[config.mk]
export PLATFORM = sky130hd
export DESIGN_NAME = rs232_rx_stream
export DESIGN_NICKNAME = d
export VERILOG_FILES = /design/src/rtl/rs232_rx_stream.sv
export SDC_FILE = /design/constraint.sdc
export NUM_CORES = 1
export LEC_CHECK = 0
export BUFFER_PORTS_ARGS = -buffer_cell sky130_fd_sc_hd__buf_2
export CORE_ASPECT_RATIO = 1.4
export CORE_MARGIN = 2
export CORE_UTILIZATION = 45
export DETAILED_ROUTE_END_ITERATION = 6
export GPL_ROUTABILITY_DRIVEN = 0
export MAX_ROUTING_LAYER = met4
export PLACE_DENSITY = 0.75
export REMOVE_ABC_BUFFERS = 1
export SETUP_SLACK_MARGIN = 0.1
export SLEW_MARGIN = 30
export SYNTH_ARGS = -nofsm -noshare
export SYNTH_HDL_FRONTEND = slang
export SYNTH_SLANG_ARGS = --single-unit
[constraint.sdc]
create_clock -name clk -period 2.5 [get_ports clk]
set_clock_uncertainty 0.15 [all_clocks]
set_input_delay 0.5 -clock clk [delete_from_list [all_inputs] [get_ports clk]]
set_output_delay 0.5 -clock clk [all_outputs]
set_load 0.01 [all_outputs]
[src/rtl/rs232_rx_stream.sv]
// UART receiver: 8N1 serial line to a 32-bit stb/ack stream.
// Define RS232_RX_PARITY_EN to add an even-parity bit and a parity_error port.
module rs232_rx_stream #(
  parameter int CLOCK_FREQUENCY = 50000000,
  parameter int BAUD_RATE       = 115200
) (
  input  logic        clk,
  input  logic        rst,
  input  logic        rx,
  output logic [31:0] out_data,
  output logic        out_stb,
  input  logic        out_ack,
  output logic        frame_error,
`ifdef RS232_RX_PARITY_EN
  output logic        parity_error,
`endif
  output logic        overrun
);

  localparam int CLOCKS_PER_BIT = CLOCK_FREQUENCY / BAUD_RATE;
  localparam int HALF_BIT       = CLOCKS_PER_BIT / 2;
  localparam int CW             = $clog2(CLOCKS_PER_BIT);

  typedef enum logic [2:0] {
    IDLE,
    START,
    DATA,
    STOP,
`ifdef RS232_RX_PARITY_EN
    PARITY,
`endif
    BREAK
  } state_t;

  state_t        state, state_n;
  logic [CW-1:0] cnt;
  logic [2:0]    bit_cnt;
  logic [7:0]    shift;
  logic          rx_m, rx_s;
  logic          cnt_clr, shift_en;
  logic          deliver, stop_bad;
  logic          bit_end, half_end, free;
`ifdef RS232_RX_PARITY_EN
  logic          par_bad, par_ld, perr;
`endif

  assign bit_end  = (cnt == CW'(CLOCKS_PER_BIT - 1));
  assign half_end = (cnt == CW'(HALF_BIT - 1));
  assign free     = !out_stb || out_ack;

  always_ff @(posedge clk or negedge rst) begin
    if (!rst) begin
      rx_m <= 1'b1;
      rx_s <= 1'b1;
    end else begin
      rx_m <= rx;
      rx_s <= rx_m;
    end
  end

  always_ff @(posedge clk or negedge rst) begin
    if (!rst) state <= IDLE;
    else      state <= state_n;
  end

  always_comb begin
    state_n  = state;
    cnt_clr  = 1'b0;
    shift_en = 1'b0;
    deliver  = 1'b0;
    stop_bad = 1'b0;
`ifdef RS232_RX_PARITY_EN
    par_ld   = 1'b0;
    perr     = 1'b0;
`endif
    unique case (state)
      IDLE: begin
        if (!rx_s) begin
          state_n = START;
          cnt_clr = 1'b1;
        end
      end
      START: begin
        if (half_end) begin
          cnt_clr = 1'b1;
          state_n = rx_s ? IDLE : DATA;
        end
      end
      DATA: begin
        if (bit_end) begin
          cnt_clr  = 1'b1;
          shift_en = 1'b1;
          if (bit_cnt == 3'd7) begin
`ifdef RS232_RX_PARITY_EN
            state_n = PARITY;
`else
            state_n = STOP;
`endif
          end
        end
      end
`ifdef RS232_RX_PARITY_EN
      PARITY: begin
        if (bit_end) begin
          cnt_clr = 1'b1;
          par_ld  = 1'b1;
          state_n = STOP;
        end
      end
`endif
      STOP: begin
        if (bit_end) begin
          cnt_clr = 1'b1;
          if (rx_s) begin
            state_n = IDLE;
`ifdef RS232_RX_PARITY_EN
            deliver = !par_bad;
            perr    = par_bad;
`else
            deliver = 1'b1;
`endif
          end else begin
            // Stay in BREAK until the line recovers.
            state_n  = BREAK;
            stop_bad = 1'b1;
          end
        end
      end
      BREAK: begin
        if (rx_s) state_n = IDLE;
      end
      default: state_n = IDLE;
    endcase
  end

  always_ff @(posedge clk or negedge rst) begin
    if (!rst) begin
      cnt     <= '0;
      bit_cnt <= '0;
      shift   <= '0;
    end else begin
      if (cnt_clr || state == IDLE || state == BREAK) cnt <= '0;
      else                                            cnt <= cnt + 1'b1;
      if (state == START)  bit_cnt <= '0;
      else if (shift_en)   bit_cnt <= bit_cnt + 1'b1;
      if (shift_en) shift <= {rx_s, shift[7:1]};
    end
  end

`ifdef RS232_RX_PARITY_EN
  always_ff @(posedge clk or negedge rst) begin
    if (!rst) begin
      par_bad      <= 1'b0;
      parity_error <= 1'b0;
    end else begin
      if (par_ld) par_bad <= ^{shift, rx_s};
      parity_error <= perr;
    end
  end
`endif

  always_ff @(posedge clk or negedge rst) begin
    if (!rst) begin
      out_data    <= '0;
      out_stb     <= 1'b0;
      frame_error <= 1'b0;
      overrun     <= 1'b0;
    end else begin
      frame_error <= stop_bad;
      overrun     <= deliver && !free;
      if (deliver && free) begin
        out_data <= {24'b0, shift};
        out_stb  <= 1'b1;
      end else if (out_ack) begin
        out_stb  <= 1'b0;
      end
    end
  end

endmodule

==> results of run 1 <==
-- worst max path at each step --
stage           start  endpoint  slack (ps)  cells after the start
5_1_grt        cnt[1]  shift[5]         330                      6
3_5_place_dp   cnt[1]  shift[6]         460                      6
2_1_floorplan  cnt[1]  shift[0]         610                      6
3_3_place_gp   cnt[1]  shift[6]         480                      6
6_report       cnt[1]  shift[6]         430                      6
4_1_cts        cnt[1]  shift[6]         420                      6
-- cell usage in the layout (no fill, tap or decap), drive strengths merged --
cell type	count
o32a	1
inv	6
nand2	6
a21o	1
o21ai	1
and3	2
nand4	2
o311ai	3
nand3b	3
dfrtp	34
ha	5
or4	1
clkbuf	7
nand3	8
dfstp	2
nor2b	1
xnor2	4
nand4bb	1
o211ai	1
nor3b	1
nor3	1
clkinvlp	1
and4b	1
buf	15
or3b	1
nand2b	1
xor2	3
and4bb	1
a22oi	1
or2	1
nor2	15
a21oi	2
nand4b	1
conb	24
mux2	16
-- power groups by stage --
stage	Sequential (mW)	Combinational [mW]	Clock, mW
2_1_floorplan	0.598	0.0164	0
3_3_place_gp	0.598	0.0298	0
3_5_place_dp	0.598	0.0299	0
4_1_cts	0.587	0.0299	0.431
5_1_grt	0.587	0.0338	0.462
6_report	0.587	0.0293	0.424
-- state kept, by name, summed over array words and instances, names as in the netlist --
name         flops
shift            8
bit_cnt          3
rx_s             1
state            3
frame_error      1
cnt              9
out_stb          1
overrun          1
rx_m             1
out_data         8
-- layout make-up --
class | instances | area, um2
flip-flops and latches | 36 | 903
well taps | 43 | 53.8
multi-input cells | 109 | 762
inverters | 6 | 22.5
clock inverters | 1 | 7.51
clock buffers | 7 | 86.3
repair buffers | 15 | 77.6
fillers | 363 | 1970
-- through the flow --
step | hold slack (ps) | instances
finish | 130 | 217
floorplan | 54.4 | 151
global route | 159 | 217
CTS | 158 | 217
detailed placement | 198 | 209
global placement | 196 | 209
-- logic make-up (layout without fill, tap and decap cells) --
family          after synthesis  after routing  synth area share
simple gates                 47             47             0.160
flops                        36             36             0.506
buf+inv                      31             29             0.116
mux                          16             16             0.101
compound gates               10             10            0.0463
xor+xnor                      7              7            0.0343
fa+ha+maj                     5              5            0.0350
other cells                   1             24           0.00210
-- metal layers --
layer,routed length [um],track usage,vias to the layer above
met5,0,-,-
met4,55,0.0628,0
met3,143,0.0395,5
met2,1300,0.211,34
met1,1110,0.162,510
li1,-,-,516
==> metrics.md, run 1 <==
| Metric | Value |
|---|---|
| Yosys top cell by area | `sky130_fd_sc_hd__dfrtp_1` |
| Port-buffer cells | `14` |
| Critical-path cell list | `inv_1 > ha_1 > and4b_1 > nand4b_4 > nor2_2 > mux2_2` |
| Antenna violations before repair | `0` |
| Top achievable clock speed | `0.484 GHz` |
| Starting utilization of the core area | `0.460` |
| Total clock buffers created by CTS | `5` |
| Pwr Density | `544 nW/um2` |
| Synthesized area per cell | `11.7 um2` |
| Count of warnings emitted by yosys | `0` |
| Number of distinct library cells after synthesis | `38` |
| Number of flops mapped to enable cells by yosys | `0` |
| Max incr delay on CP | `390 ps` |
| DRC violations left | `0` |
| Critical path start-end classification | `reg -> reg` |
| Overall die width | `between 50 and 60 um` |
| Final antenna diode count | `0` |
| Slew at the pin with the worst max-slew slack | `approximately 750 ps` |
| Number of setup violations in the final report | `0` |
| Slack of the critical path | `432 ps` |
| Routed wirelength normalized by instance count | `12.0 um` |
| Core box area | `3880 um2` |
| Sequential area share after synthesis | `0.506` |
| Library cell with the highest instance count after synthesis | `sky130_fd_sc_hd__dfrtp_1` |
| Slowest cell on crit path | `sky130_fd_sc_hd__dfrtp_1` |
| Cell internal power dissipation | `0.811 mW` |
| Total net switching power | `approximately 0.23 mW` |
| Buffers inserted by post-CTS timing repair | `0` |
| Net switching share of the total power | `0.220` |
| Final slew viol count | `0` |
| Combinational Power Share | `0.028` |
| Clock period minus worst slack | `2070 ps` |
| Sequential Power Share | `0.565` |
| Row count | `27` |
| Worst min-delay path class | `in -> async` |
| H-tree depth | `2` |
| Vias in the first global route | `1038` |
| Result of the run | `finished clean` |
| Top FF cell, synth | `sky130_fd_sc_hd__dfrtp_1` |
| Relative contribution of the clock network to total power | `0.407` |
| Sinks on the clock net | `36` |
| Post-synthesis instance total | `153` |
| Portion of synthesized cell area occupied by the leading cell type | `0.477` |
| Count of instances resized after the clock tree is built | `0` |
| Unrepaired setup endpoints after global routing | `false` |
| Leakage dissipation | `between 0.9 and 1 nW` |
| First DRT Iteration DRCs | `27` |
| First-pass GRT wire length | `4630 um` |
| Post-synthesis register bit count | `36` |
| Final standard cell utilization of the core | `0.492` |
| Final layout net count | `182` |
| Max Cap Viol | `0` |
| Clock tree from TritonCTS | `built` |
| Period utilization | `0.827` |
| Pin count of the biggest net entering global routing | `37` |
| Overall global routing resource usage | `0.136` |
| Area growth, synth to finish | `7.15%` |
| Destination of the worst register-to-register timing path | `shift[6]` |
| Vias per std cell | `just under 5` |
| CTS Buffer Depth | `2` |
| Crit path buf inv count | `1` |
| Count of hold buffers inserted by post-cts repair | `0` |
| Total detailed-routing wirelength | `2610 um` |
| CTS root buf | `sky130_fd_sc_hd__clkbuf_8` |
| Number of endpoints with negative hold slack in the final report | `0` |
| Post-synth top cells | `sky130_fd_sc_hd__dfrtp_1 (34), sky130_fd_sc_hd__buf_4 (24), sky130_fd_sc_hd__mux2_2 (16)` |
| Layout cells sized above 1 | `0.282` |
| Aggregate global routing overflow | `0` |
| Via total after detailed routing | `1065` |
| Share of synthesized flip-flops with an asynchronous set or reset | `1.00` |
| Placed wire-length estimate after detailed placement | `1830 um` |
| DIE HEIGHT | `78.5 um` |
| Leading cell types by total area after synthesis | `sky130_fd_sc_hd__dfrtp_1 (48%), sky130_fd_sc_hd__buf_4 (10%), sky130_fd_sc_hd__mux2_2 (10%)` |
| Dpl ws | `roughly 460 ps` |
| Post-route cell area | `1910 um2` |
| Largest driver fanout on the critical path | `8` |
| Data required time of the worst path | `approximately 2500 ps` |
| Total power | `1.04 mW` |
| Startpoint type of the worst setup path | `register` |
| Peak ir drop on the vdd network | `roughly 0.00045 V` |
| Total Negative Setup Slacks | `0 ps` |
| Ports placed on the boundary | `39` |
| Die area | `4490 um2` |
| Clock transition at the registers of the reported paths | `about 70 ps` |
| Worst setup EP type | `register` |
| Worst slew margin | `0.500` |
| Synth Cell Area | `1790 um2` |
| Worst R2R Start | `cnt[1]` |
| Kind of cell adding the most delay to the critical path | `simple AND/OR/NAND/NOR gates` |
| First drt pass iteration count | `6` |
| Reg2reg path depth | `6` |
| Data arrival, critical path | `2080 ps` |
| Setup slack of the worst register-to-register path | `430 ps` |
| Count of nets left with antenna violations after detail routing | `0` |
| Clock latency on the worst-skew pair | `280 ps` |
| Post-placement cell area | `1820 um2` |
(Power assumes the default switching activity.)
==> run 2, diff against run 1 <==
==> constraint.sdc (replaced) <==
create_clock -name clk -period 1.95 [get_ports clk]
set_clock_uncertainty 0.15 [all_clocks]
set_input_delay 0.39 -clock clk [delete_from_list [all_inputs] [get_ports clk]]
set_output_delay 0.39 -clock clk [all_outputs]
set_load 0.01 [all_outputs]
==> run 2 against run 1 <==
  * Sequential cell count unchanged
  * Clock-buffer cell count down 1
  * Maximum frequency up 11%
  * Worst setup slack worse by 350 ps
  * Cell area up 11%
  * Core utilization up 5.4 points
  * First-iteration DRC count up 37%
  * Sequential share of layout area down 4.7 points
  * Via count up 8.8%
  * Non-clock buffer count up 16
  * Die area unchanged
==> metrics.md, run 2 (synthesis gave the netlist of run 1 again) <==
| Metric | Value |
|---|---|
| Sinks on the clock net | `36` |
| Register with the most flip-flops | `cnt` |
| Antenna violations before repair | `0` |
| H-tree depth | `2` |
| Period utilization | `0.957` |
| First-pass GRT wire length | `4810 um` |
| Final layout net count | `198` |
| Ports placed on the boundary | `39` |
| Vias per std cell | `4.97` |
| Starting utilization of the core area | `0.460` |
| Destination of the worst register-to-register timing path | `state[1]` |
| CTS root buf | `sky130_fd_sc_hd__clkbuf_8` |
| Overall global routing resource usage | `0.145` |
| Clock latency on the worst-skew pair | `280 ps` |
| Total power | `1.42 mW` |
| Worst R2R Start | `cnt[0]` |
| Aggregate global routing overflow | `0` |
| Peak ir drop on the vdd network | `0.000536 V` |
| Startpoint type of the worst setup path | `register` |
| Most used cells in the layout excluding fill and tap cells | `sky130_fd_sc_hd__dfrtp_1 (34), sky130_fd_sc_hd__conb_1 (24), sky130_fd_sc_hd__nor2_1 (14), sky130_fd_sc_hd__buf_2 (14), sky130_fd_sc_hd__buf_4 (14)` |
| Unrepaired setup endpoints after global routing | `true` |
| Final antenna diode count | `0` |
| Number of flip-flops in the largest register | `9` |
| Pin count of the biggest net entering global routing | `37` |
| Vias in the first global route | `1082` |
| Setup slack of the worst register-to-register path | `80 ps` |
| Reg2reg path depth | `6` |
| Data arrival, critical path | `1930 ps` |
| Placed wire-length estimate after detailed placement | `2010 um` |
| Worst min-delay path class | `in -> reg` |
| Result of the run | `finished clean` |
| Area growth, synth to finish | `18.9%` |
| Top achievable clock speed | `roughly 0.54 GHz` |
| Leakage dissipation | `1.05 nW` |
| Final standard cell utilization of the core | `0.547` |
| Max Cap Viol | `0` |
| Layout cells sized above 1 | `0.358` |
| First drt pass iteration count | `4` |
| Commonest non-fill, non-tap cell in the layout | `sky130_fd_sc_hd__dfrtp_1` |
| Pwr Density | `671 nW/um2` |
| DIE HEIGHT | `slightly below 80 um` |
| Worst setup EP type | `register` |
| CTS Buffer Depth | `2` |
| Overall die width | `around 57 um` |
| Row count | `27` |
| Core box area | `3880 um2` |
| Die area | `between 4000 and 5000 um2` |
| Total clock buffers created by CTS | `5` |
| Total detailed-routing wirelength | `2980 um` |
| Port-buffer cells | `14` |
| Clock tree from TritonCTS | `built` |
| Count of nets left with antenna violations after detail routing | `0` |
| DRC violations left | `0` |
| First DRT Iteration DRCs | `37` |
| Routed wirelength normalized by instance count | `12.8 um` |
| Data required time of the worst path | `2010 ps` |
| Critical path start-end classification | `reg -> reg` |
| Setup crit start | `cnt[0]` |
| Final hold slack | `54.2 ps` |
| Leading registers by flop count | `cnt: 9 flops, out_data: 8 flops, shift: 8 flops` |
| Number of setup violations in the final report | `0` |
| Clock period minus worst slack | `1870 ps` |
| Number of endpoints with negative hold slack in the final report | `0` |
| Via total after detailed routing | `1159` |
| Critical path endpoint | `state[1]` |
| Clock transition at the registers of the reported paths | `70 ps` |
| Largest driver fanout on the critical path | `3` |
| Final slew viol count | `0` |
==> run 2: cell count changes in the layout (fill, tap and decap cells not counted), sizes merged <==
cell / before / now
buf: 15 / 30
bufinv: 0 / 1
clkbuf: 7 / 6
clkinv: 0 / 1
clkinvlp: 1 / 0
dlygate4sd3: 0 / 1
==> run 2: per-layer routing <==
metal,vias to the layer above,track usage,part of all wire
met5,-,-,0
met4,0,0.0791,0.035
met3,8,0.0412,0.050
met2,41,0.240,0.51
met1,562,0.154,0.40
li1,548,-,-
==> run 2: worst min-delay path by stage <==
| stage | start | end | slack (ps) | cells past startpoint |
|---|---|---|---|---|
| finish | rx | rx_m | 50 | 1 |
| global route | rx | rx_m | 40 | 1 |
| CTS | rx | rx_m | 40 | 1 |
| detailed placement | rx_m | rx_s | 200 | 0 |
| global placement | rx_m | rx_s | 200 | 0 |
| floorplan | rst | bit_cnt[0] | -60 | 0 |
==> run 2: layout make-up <==
type	instances	area (um2)
tap	43	53.8
clock buffer	6	72.6
sequential	36	903
fill	327	1760
inverter	6	22.5
clock inverter	2	35.0
multi-input combinational	109	825
timing repair buffer	31	211
==> run 2: repair_timing <==
item                                   in CTS  in global routing
hold buffers                                1                  0
endpoints found under the hold margin      34                  0
buffers inserted                            0                  3
pin swaps                                   1                  1
setup endpoints to repair                  17                 26
resized for setup                           4                 15
==> run 2: worst max-delay path, stage by stage (launching register included) <==
cell	delay (ps)
sky130_fd_sc_hd__dfrtp_1	400
sky130_fd_sc_hd__inv_1	60
sky130_fd_sc_hd__ha_1	150
sky130_fd_sc_hd__nand4bb_1	100
sky130_fd_sc_hd__or4_4	450
sky130_fd_sc_hd__or3b_1	380
sky130_fd_sc_hd__a21oi_2	120
==> run 2: through the flow <==
step / area (um2) / setup TNS, ps / setup slack, ps / cells
4_1_cts: 2050 / 0 / 57.3 / 230
3_5_place_dp: 1910 / -321 / -42.9 / 221
6_report: 2120 / 0 / 83.1 / 233
3_3_place_gp: 1910 / -2.60 / -0.899 / 221
2_1_floorplan: 1690 / 0 / 55.6 / 151
5_1_grt: 2120 / -30.2 / -30.2 / 233
==> run 2: power breakdown <==
group | total (mW) | internal [mW] | switching (mW)
registers | 0.754 | 0.750 | 0.00321
logic | 0.0415 | 0.00534 | 0.0362
clock network | 0.629 | 0.379 | 0.250
